### config.mk
export PLATFORM = sky130hd
export DESIGN_NAME = multicycle_ctrl
export DESIGN_NICKNAME = d
export VERILOG_FILES = /design/src/rtl/mc_ctrl_pkg.sv /design/src/rtl/mem_wait_timer.sv /design/src/rtl/multicycle_ctrl.sv
export SDC_FILE = /design/constraint.sdc
export NUM_CORES = 1
export LEC_CHECK = 0
export BUFFER_PORTS_ARGS = -buffer_cell sky130_fd_sc_hd__buf_2
export CAP_MARGIN = 25
export CORE_MARGIN = 3
export CORE_UTILIZATION = 35
export CTS_CLUSTER_DIAMETER = 100
export CTS_CLUSTER_SIZE = 40
export DETAILED_ROUTE_END_ITERATION = 10
export PLACE_DENSITY_LB_ADDON = 0.12
export SYNTH_ARGS = -nofsm -noshare
export SYNTH_HDL_FRONTEND = slang
export SYNTH_SLANG_ARGS = --single-unit
### constraint.sdc
create_clock -name clk -period 1.6 [get_ports clk]
set_input_delay 0.16 -clock clk [delete_from_list [all_inputs] [get_ports clk]]
set_output_delay 0.16 -clock clk [all_outputs]
set_load 0.02 [all_outputs]
### src/rtl/mc_ctrl_pkg.sv
// mc_ctrl_pkg: shared types and encodings for the multicycle controller.
//   state_t      controller state enum (EXC only present when MC_EXC_EN is defined)
//   OPC_*        instruction opcodes decoded by the controller
//   ULA_*        ALU operation codes (3-bit, zero-extended onto the ULAOp bus)
//   PCS_*        PC source mux codes
//   is_mem_state states that issue a memory request
package mc_ctrl_pkg;

  typedef enum logic [3:0] {
    S_FETCH,
    S_DECODE,
    S_MEMADR,
    S_MEMREAD,
    S_MEMWB,
    S_MEMWRITE,
    S_EXECUTE,
    S_ALUWB,
    S_BRANCH,
    S_IMMEX,
    S_IMMWB,
    S_JUMP
`ifdef MC_EXC_EN
    , S_EXC
`endif
  } state_t;

  localparam int unsigned OPC_RTYPE = 0;
  localparam int unsigned OPC_J     = 2;
  localparam int unsigned OPC_BEQ   = 4;
  localparam int unsigned OPC_BNE   = 5;
  localparam int unsigned OPC_ADDI  = 8;
  localparam int unsigned OPC_SLTI  = 10;
  localparam int unsigned OPC_ANDI  = 12;
  localparam int unsigned OPC_ORI   = 13;
  localparam int unsigned OPC_LW    = 35;
  localparam int unsigned OPC_SW    = 43;

  localparam logic [2:0] ULA_ADD   = 3'b000;
  localparam logic [2:0] ULA_SUB   = 3'b001;
  localparam logic [2:0] ULA_FUNCT = 3'b010;
  localparam logic [2:0] ULA_AND   = 3'b011;
  localparam logic [2:0] ULA_OR    = 3'b100;
  localparam logic [2:0] ULA_SLT   = 3'b101;

  localparam logic [1:0] PCS_ALU    = 2'b00;
  localparam logic [1:0] PCS_ALUOUT = 2'b01;
  localparam logic [1:0] PCS_JUMP   = 2'b10;
  localparam logic [1:0] PCS_EXC    = 2'b11;

  function automatic logic is_mem_state(input state_t s);
    return (s == S_FETCH) || (s == S_MEMREAD) || (s == S_MEMWRITE);
  endfunction

endpackage

### src/rtl/mem_wait_timer.sv
// mem_wait_timer: counts wait cycles of the current memory access and flags
// the cycle on which the access has waited TIMEOUT_CYC cycles.
//   clk, reset  clock, asynchronous active-high reset
//   clr         restart the count (new access / access finished)
//   wait_en     access pending and memory not ready this cycle ("wait" is reserved)
//   expired     this cycle is the TIMEOUT_CYC-th wait cycle (never when TIMEOUT_CYC=0)
module mem_wait_timer #(
  parameter int unsigned TIMEOUT_CYC = 15
) (
  input  logic clk,
  input  logic reset,
  input  logic clr,
  input  logic wait_en,
  output logic expired
);

  // cnt holds the number of wait cycles already elapsed, so the N-th wait
  // cycle sees cnt == N-1 and that is where the timeout fires.
  localparam int unsigned CW  = (TIMEOUT_CYC < 2) ? 1 : $clog2(TIMEOUT_CYC);
  localparam int unsigned LIM = (TIMEOUT_CYC == 0) ? 0 : TIMEOUT_CYC - 1;

  logic [CW-1:0] cnt;

  always_ff @(posedge clk or posedge reset) begin
    if (reset)        cnt <= '0;
    else if (clr)     cnt <= '0;
    else if (wait_en) cnt <= cnt + 1'b1;
  end

  assign expired = (TIMEOUT_CYC != 0) && wait_en && (cnt == CW'(LIM));

endmodule

### src/rtl/multicycle_ctrl.sv
// multicycle_ctrl: multicycle MIPS control FSM with memory wait-state
// handshake and timeout. Optional illegal-opcode exception under MC_EXC_EN.
//   clk, reset       clock, asynchronous active-high reset
//   Opcode           opcode from the instruction register
//   mem_ready        memory completes the current access this cycle
//   mem_req          memory access requested
//   IorD, ALUSrcA, MemtoReg, RegDst, ALUSrcB, PCSrc, ULAOp   datapath selects
//   IRWrite, PCWrite, MemWrite, RegWrite, Branch, BranchNe   write enables
//   ImmZext          zero-extend immediate (andi/ori)
//   bus_err          one-cycle pulse on memory timeout
//   exc_illegal      illegal opcode (MC_EXC_EN builds only, else 0)
module multicycle_ctrl
  import mc_ctrl_pkg::*;
#(
  parameter int unsigned OP_W        = 6,
  parameter int unsigned ALUOP_W     = 3,
  parameter int unsigned TIMEOUT_CYC = 15
) (
  input  logic               clk,
  input  logic               reset,
  input  logic [OP_W-1:0]    Opcode,
  input  logic               mem_ready,
  output logic               mem_req,
  output logic               IorD,
  output logic               ALUSrcA,
  output logic               MemtoReg,
  output logic               RegDst,
  output logic [1:0]         ALUSrcB,
  output logic [1:0]         PCSrc,
  output logic [ALUOP_W-1:0] ULAOp,
  output logic               IRWrite,
  output logic               PCWrite,
  output logic               MemWrite,
  output logic               RegWrite,
  output logic               Branch,
  output logic               BranchNe,
  output logic               ImmZext,
  output logic               bus_err,
  output logic               exc_illegal
);

  state_t     state, nxt;
  logic       wait_en, expired, clr, zext;
  logic [2:0] ula;

  // Computed from the state register only so the timer input does not
  // depend on the decode block that consumes its output.
  assign wait_en = is_mem_state(state) & ~mem_ready;
  assign clr     = (nxt != state) | expired;
  assign zext    = (Opcode == OP_W'(OPC_ANDI)) || (Opcode == OP_W'(OPC_ORI));
  assign ULAOp   = ALUOP_W'(ula);

  mem_wait_timer #(.TIMEOUT_CYC(TIMEOUT_CYC)) u_timer (
    .clk     (clk),
    .reset   (reset),
    .clr     (clr),
    .wait_en (wait_en),
    .expired (expired)
  );

  always_ff @(posedge clk or posedge reset) begin
    if (reset) state <= S_FETCH;
    else       state <= nxt;
  end

  always_comb begin
    nxt         = state;
    mem_req     = 1'b0;
    IorD        = 1'b0;
    ALUSrcA     = 1'b0;
    MemtoReg    = 1'b0;
    RegDst      = 1'b0;
    ALUSrcB     = '0;
    PCSrc       = PCS_ALU;
    ula         = ULA_ADD;
    IRWrite     = 1'b0;
    PCWrite     = 1'b0;
    MemWrite    = 1'b0;
    RegWrite    = 1'b0;
    Branch      = 1'b0;
    BranchNe    = 1'b0;
    ImmZext     = 1'b0;
    bus_err     = 1'b0;
    exc_illegal = 1'b0;

    case (state)
      S_FETCH: begin
        mem_req = 1'b1;
        ALUSrcB = 2'b01;
        IRWrite = mem_ready;
        PCWrite = mem_ready;
        if (mem_ready)    nxt = S_DECODE;
        else if (expired) begin
          bus_err = 1'b1;
          nxt     = S_FETCH;
        end
      end
      S_DECODE: begin
        ALUSrcB = 2'b11;
        case (Opcode)
          OP_W'(OPC_RTYPE):                nxt = S_EXECUTE;
          OP_W'(OPC_LW), OP_W'(OPC_SW):    nxt = S_MEMADR;
          OP_W'(OPC_BEQ), OP_W'(OPC_BNE):  nxt = S_BRANCH;
          OP_W'(OPC_ADDI), OP_W'(OPC_SLTI),
          OP_W'(OPC_ANDI), OP_W'(OPC_ORI): nxt = S_IMMEX;
          OP_W'(OPC_J):                    nxt = S_JUMP;
`ifdef MC_EXC_EN
          default:                         nxt = S_EXC;
`else
          default:                         nxt = S_FETCH;
`endif
        endcase
      end
      S_MEMADR: begin
        ALUSrcA = 1'b1;
        ALUSrcB = 2'b10;
        if (Opcode == OP_W'(OPC_LW))      nxt = S_MEMREAD;
        else if (Opcode == OP_W'(OPC_SW)) nxt = S_MEMWRITE;
        else                              nxt = S_FETCH;
      end
      S_MEMREAD: begin
        mem_req = 1'b1;
        IorD    = 1'b1;
        if (mem_ready)    nxt = S_MEMWB;
        else if (expired) begin
          bus_err = 1'b1;
          nxt     = S_FETCH;
        end
      end
      S_MEMWB: begin
        MemtoReg = 1'b1;
        RegWrite = 1'b1;
        nxt      = S_FETCH;
      end
      S_MEMWRITE: begin
        mem_req  = 1'b1;
        IorD     = 1'b1;
        MemWrite = mem_ready;
        if (mem_ready)    nxt = S_FETCH;
        else if (expired) begin
          bus_err = 1'b1;
          nxt     = S_FETCH;
        end
      end
      S_EXECUTE: begin
        ALUSrcA = 1'b1;
        ula     = ULA_FUNCT;
        nxt     = S_ALUWB;
      end
      S_ALUWB: begin
        RegDst   = 1'b1;
        RegWrite = 1'b1;
        nxt      = S_FETCH;
      end
      S_BRANCH: begin
        ALUSrcA  = 1'b1;
        ula      = ULA_SUB;
        PCSrc    = PCS_ALUOUT;
        Branch   = (Opcode == OP_W'(OPC_BEQ));
        BranchNe = (Opcode == OP_W'(OPC_BNE));
        nxt      = S_FETCH;
      end
      S_IMMEX: begin
        ALUSrcA = 1'b1;
        ALUSrcB = 2'b10;
        ImmZext = zext;
        case (Opcode)
          OP_W'(OPC_SLTI): ula = ULA_SLT;
          OP_W'(OPC_ANDI): ula = ULA_AND;
          OP_W'(OPC_ORI):  ula = ULA_OR;
          default:         ula = ULA_ADD;
        endcase
        nxt = S_IMMWB;
      end
      S_IMMWB: begin
        RegWrite = 1'b1;
        ImmZext  = zext;
        nxt      = S_FETCH;
      end
      S_JUMP: begin
        PCSrc   = PCS_JUMP;
        PCWrite = 1'b1;
        nxt     = S_FETCH;
      end
`ifdef MC_EXC_EN
      S_EXC: begin
        PCSrc       = PCS_EXC;
        PCWrite     = 1'b1;
        exc_illegal = 1'b1;
        nxt         = S_FETCH;
      end
`endif
      default: nxt = S_FETCH;
    endcase

    // Reset gates requests and enables combinationally so an access in
    // flight is dropped in the same cycle reset rises.
    if (reset) begin
      mem_req     = 1'b0;
      IRWrite     = 1'b0;
      PCWrite     = 1'b0;
      MemWrite    = 1'b0;
      RegWrite    = 1'b0;
      Branch      = 1'b0;
      BranchNe    = 1'b0;
      bus_err     = 1'b0;
      exc_illegal = 1'b0;
    end
  end

endmodule

==> qor.yml, run 1 <==
diodes: 0
ir_drop_uv: 871
root_buffer: "clkbuf_4"
vias_per_cell: 5.38
yosysTopAreaCell: "dfrtp_1"
status: "finished, violations left"
ys_ff_latch: 8
end_kind: "output port"
num_vias: 1049
design_area_mm2: 0.00156
cts_tree: "done"
critPathSlowestCell: "or4_4"
cp.required_ps: 1440
cts_buffer_depth: 2
routed_wl_um: 2970
die_w_um: 54.8
hold_path_class: "input pin to flip-flop"
avgRoutedWirePerCell_um: 15.2
cts_made_buffers: 3
grt_max_degree: 17
p_leak_uw: 0.000690
antenna_found_initial: 0
finClkSkew_ps: 4.14
dp_cells: 175
portBuffers: 28
syn-num-nets: 120
grt_pass1_vias: 848
clkTransAtPathRegs_ps: 50
clk-insertion-delay-late_ps: 250
track_usage_pct: 17.5
synth-seq-area-share_pct: 24.1
path_class: "flip-flop to output port"
place.gp.congestion: 0.789
synth-async-reset-ratio_pct: 100
fmax_mhz: 505
power_density_mw_per_mm2: 1030
floorplan.initialDensity_pct: 37.3
crit_path_cell_trace: "nand2b_4 > or4_4 > or2_4 > o21ai_4 > buf_6"
synth_top_area_share_pct: 24.1
drive_gt1_share_pct: 64.1
tns_ps: -3070
num_io_pins: 30
synthFlopType: "dfrtp_1"
num_rows: 17
core-area_mm2: 0.00223
cpPeakStageDelay_ps: 520
synth_area_per_cell_um2: 7.63
die-area_mm2: 0.00300
ys_warn_count: 0
whs_ps: 358
synth_edf_count: 0
place_area_mm2: 0.00116
synthesis.area_um2: 832
max_cap_viol_count: 0
yosys-top-cells-area: "dfrtp_1 (24%), nor2_1 (5.4%), a21oi_1 (4.8%), nor3_1 (4.8%), inv_1 (3.2%)"
report.final.slew_viol_count: 0
hold_viol_final: 0
ant_nets: 0
synth.distinct_cells: 40
min_period_ps: 1980
grt_setup_unrepaired: "true"
hpwl_um: 1870
worstSetupStartpointType: "flip-flop"
stdcell_count: 195
fillers: 180
overflow: 0
remaining_drc_errors: 0
worst_slack_ps: -381
cts.sinks: 8
synth_most_common_cell: "nor2_1"
synth_commonest_cells: "nor2_1 (12), a21oi_1 (8), dfrtp_1 (8), nor3_1 (8), inv_1 (7)"
synthCells: 109
crit_arrival_ps: 1820
first_pass_iters: 4
h-tree-depth: 1
die_h_um: 54.8
setup_viol: 17
drt_iter0_markers: 18
path_max_fanout: 2
violations: "setup timing"
syn2layout_area_growth_pct: 88.0
grt_pass1_wl_um: 3790
finalCritPeriodShare_pct: 124
layout.nets: 180
[timing repair]
item | in CTS | in global routing
endpoints found under the setup margin | 19 | 24
endpoints found under the hold margin | 4 | 0
cloned | 0 | 1
resized for setup | 23 | 53
pin swaps | 1 | 16
hold buffers | 1 | 0
buffers inserted | 0 | 15
[cell usage in the layout, fill, tap and decap left out, drive strengths merged]
cell and n:
xor2 2, mux2i 2, and4 1, nor2 12, o21ai 4, nand3b 2, or2 3, and3b 1
and3 1, nor4b 2, xnor2 2, nand2b 5, inv 7, dfrtp 8, o2111ai 1, or4 1
o22ai 1, nand2 4, nand3 3, dlygate4sd3 1, nor4 3, o221ai 1, clkbuf 3, nor3b 2
nor3 8, o211ai 2, ha 2, a21oi 8, or3b 4, a31oi 2, conb 1, or3 3
o22a 1, nand4b 1, buf 63
[worst max-delay path, delay by kind of cell, from the launching register on]
family,cells,cell delay [ps]
simple gates,3,950
flops,1,370
buf+inv,1,130
compound gates,1,120
[state kept, by name (all words and copies together), names as in the netlist]
register,count
state,4
u_timer.cnt,4
[path summary, 6_finish.rpt]
path	start	endpoint	slack (ps)	cells past startpoint
max	state[2]$_DFF_PP0_	ULAOp[0]	-380	5
min	Opcode[1]	state[0]$_DFF_PP0_	360	3
max reg2reg	state[1]$_DFF_PP0_	state[0]$_DFF_PP0_	-100	8
min reg2reg	u_timer.cnt[1]$_DFFE_PP0P_	u_timer.cnt[1]$_DFFE_PP0P_	530	2
max in group asynchronous	reset	state[3]$_DFF_PP0_	840	4
min in group asynchronous	reset	state[1]$_DFF_PP0_	620	4
[power breakdown]
| group | switching, uW | internal (uW) |
|---|---|---|
| clock network | 64.3 | 85.5 |
| logic | 578 | 596 |
| registers | 38.5 | 245 |
| total | 680 | 927 |
[per-stage QoR]
stage	utilization [%]	setup WS, ps	power (uW)
after global placement	51.8	-100	1060
after detailed placement	51.8	-121	1060
final	70.0	-381	1610
after CTS	56.4	-371	1280
after global routing	70.0	-436	1710
after floorplan	-	-121	778
[cells by family (layout without fill, tap and decap cells)]
group,count (synthesis),count (layout),synth area share [%]
buf+inv,16,74,9.47
mux,2,2,2.41
fa+ha+maj,2,2,3.01
simple gates,56,56,40.8
flops,8,8,24.1
xor+xnor,4,4,4.21
compound gates,20,20,15.6
other cells,1,1,0.451
[cell type report]
| type | instances | area [um^2] | share of cell area [%] |
|---|---|---|---|
| timing repair buffer | 64 | 524 | 33.5 |
| inverter | 7 | 31.3 | 2.00 |
| sequential | 8 | 201 | 12.9 |
| tap | 28 | 35.0 | 2.24 |
| clock buffer | 3 | 22.5 | 1.44 |
| multi-input combinational | 85 | 749 | 47.9 |
[layer usage]
| metal | share of wire (%) | vias to the layer above | routed length [um] | global-route usage (%) |
|---|---|---|---|---|
| met5 | 0 | - | 0 | 0 |
| met3 | 4.7 | 2 | 139 | 5.45 |
| met4 | 0.17 | 0 | 5 | 1.24 |
| met1 | 42 | 515 | 1250 | 21.5 |
| met2 | 53 | 23 | 1570 | 30.7 |
| li1 | - | 509 | - | - |
No activity file was read; power rests on OpenSTA's default activity.
==> run 2, diff against run 1 <==
- PLACE_DENSITY_LB_ADDON: 0.12 -> not set
==> run 2 against run 1 <==
  * The flow still finishes with violations (setup timing)
  * Clock skew down 2.6 ps
  * Final cell count shrank 7.2%
  * Count of clock-buffer cells in the layout unchanged
  * Sequential share of layout area is 2.2 points higher
  * Die area stayed put
  * Utilization is 10 points lower
  * Non-clock buffer count is 14 lower
==> qor.yml, run 2 (synthesis gave the netlist of run 1 again) <==
status: "finished, violations left"
violations: "setup timing"
clk-insertion-delay-late_ps: 250  # about the same
track_usage_pct: 16.9  # -0.56 points
core-area_mm2: 0.00223  # unchanged
syn2layout_area_growth_pct: 59.9
vias_per_cell: 5.22  # -2.9%
layout_common_cells: "buf_4 (28), buf_2 (14), nor2_1 (10)"
power_density_mw_per_mm2: 977  # -4.9%
drt_iter0_markers: 15  # -3
rrSetupSlack_ps: -90  # about the same
cts_made_buffers: 3  # unchanged
cts_tree: "done"
ir_drop_uv: 541  # -38%
power.switching_uw: 574  # -16%
cpPeakStageDelay_ps: 520  # about the same
diodes: 0  # unchanged
h-tree-depth: 1  # unchanged
num_rows: 17  # unchanged
clkTransAtPathRegs_ps: 50  # about the same
first_pass_iters: 4  # unchanged
hold_viol_final: 0  # unchanged
power_frac_seq_pct: 21.2  # +3.5 points
die_h_um: 54.8  # unchanged
hold_end: "state[2]$_DFF_PP0_"
report.final.slew_viol_count: 0  # unchanged
critPathSlowestCell: "or4_4"
routed_wl_um: 2580  # -13%
drive_gt1_share_pct: 51.6  # -12 points
worstSetupStartpointType: "flip-flop"
finalCritPeriodShare_pct: 124  # +0.67 points
design_area_mm2: 0.00133  # -15%
end_kind: "output port"
p_comb_share_pct: 67.5  # -5.5 points
crit_arrival_ps: 1830  # about the same
place_area_mm2: 0.00116  # unchanged
antenna_found_initial: 0  # unchanged
layout.nets: 166  # -7.8%
fmax_mhz: 502  # -0.54%
num_vias: 945  # -9.9%
die-area_mm2: 0.00300  # unchanged
place.gp.congestion: 0.801  # +1.5%
largest_registers: "state x4, u_timer.cnt x4"
crit_path_cell_trace: "nand2b_4 > or4_4 > or2_4 > o21ai_4 > buf_6"
ff2ff_path_depth: 5  # -3
floorplan.initialDensity_pct: 37.3  # unchanged
overflow: 0  # unchanged
grt_max_degree: 17  # unchanged
p_leak_uw: 0.000591  # -14%
grt_pass1_vias: 900  # +6.1%
hpwl_um: 1820  # -2.8%
sw_frac_of_total_pct: 44.2  # +1.8 points
fillers: 205  # +14%
internal_power_uw: 726  # -22%
path_max_fanout: 2  # unchanged
layout_commonest_cell: "buf_4"
whs_ps: 316  # -41.7 ps
ant_nets: 0  # unchanged
root_buffer: "clkbuf_4"
place_ws_ps: -110  # +11.5 ps
r2r_end: "state[1]$_DFF_PP0_"
grt_setup_unrepaired: "true"
num_io_pins: 30  # unchanged
path_class: "flip-flop to output port"
grt_pass1_wl_um: 3710  # -2.2%
max_cap_viol_count: 0  # unchanged
worst_slack_ps: -392  # -10.8 ps
cts.sinks: 8  # unchanged
hp-start: "Opcode[1]"
portBuffers: 28  # unchanged
setup_viol: 15  # -2
clkPwrFrac_pct: 11.3  # +2.0 points
min_period_ps: 1990  # +10.8 ps
hold_path_class: "input pin to flip-flop"
remaining_drc_errors: 0  # unchanged
cp.required_ps: 1440  # about the same
cts_buffer_depth: 2  # unchanged
avgRoutedWirePerCell_um: 14.3  # -6.5%
r2r-start: "state[0]$_DFF_PP0_"
finClkSkew_ps: 1.58  # -2.56 ps
holdPathStages: 3  # unchanged
die_w_um: 54.8  # unchanged
## run 2: cell count changes in the layout (fill, tap and decap cells not counted), sizes merged
cell	change
buf	-14
## run 2: what timing repair did
action | 4_1_cts | 5_1_grt
endpoints found under the hold margin | 8 | 0
resized for setup | 22 | 13
setup endpoints to repair | 18 | 19
setup buffers | 1 | 1
pin swaps | 1 | 0
hold buffers | 1 | 0
## run 2: cell type report
| type | count | area, um^2 | area share [%] |
|---|---|---|---|
| flip-flops and latches | 8 | 200 | 15.1 |
| well taps | 28 | 35.0 | 2.63 |
| clock buffers | 3 | 22.5 | 1.69 |
| repair buffers | 50 | 369 | 27.8 |
| multi-input cells | 85 | 677 | 50.9 |
| inverters | 7 | 26.3 | 1.98 |
## run 2: how the worst max path moves through the flow
| stage | startpoint | endpoint |
|---|---|---|
| after detailed placement | state[1]$_DFF_PP0_ | ULAOp[0] |
| after floorplan | state[1]$_DFF_PP0_ | ULAOp[0] |
| final | state[1]$_DFF_PP0_ | ULAOp[0] |
| after CTS | state[1]$_DFF_PP0_ | ULAOp[0] |
| after global placement | state[1]$_DFF_PP0_ | ULAOp[0] |
| after global routing | state[1]$_DFF_PP0_ | ULAOp[0] |
## run 2: routing by layer
metal	routed length [um]	vias to the layer above	global-route usage (%)	part of all wire, %
met5	0	-	0	0
met4	18	0	5.39	0.70
met3	105	3	3.27	4.1
met2	1360	23	28.5	53
met1	1100	439	21.3	43
li1	-	480	-	-
## run 2: stage by stage
step | setup TNS, ps | instances | util (%) | power [uW]
final | -2770 | 181 | 59.6 | 1300
after global routing | -4520 | 181 | 59.6 | 1400
after CTS | -2430 | 180 | 56.8 | 1250
after detailed placement | -368 | 175 | 51.8 | 1030
after global placement | -207 | 175 | 51.8 | 1020
after floorplan | -466 | 109 | - | 778
## run 2: worst max-delay path, delay by kind of cell, from the launching register on
family / cells / cell delay [ps]
DFF: 1 / 380
buffers and inverters: 1 / 130
and+or+nand+nor: 3 / 940
AOI/OAI and AO/OA: 1 / 130
## run 2: power by group through the flow
stage	sequential (uW)	combinational [uW]	clock, uW
after floorplan	285	492	0
after global placement	276	740	0
after detailed placement	278	754	0
after CTS	275	821	157
after global routing	284	953	166
final	276	877	147
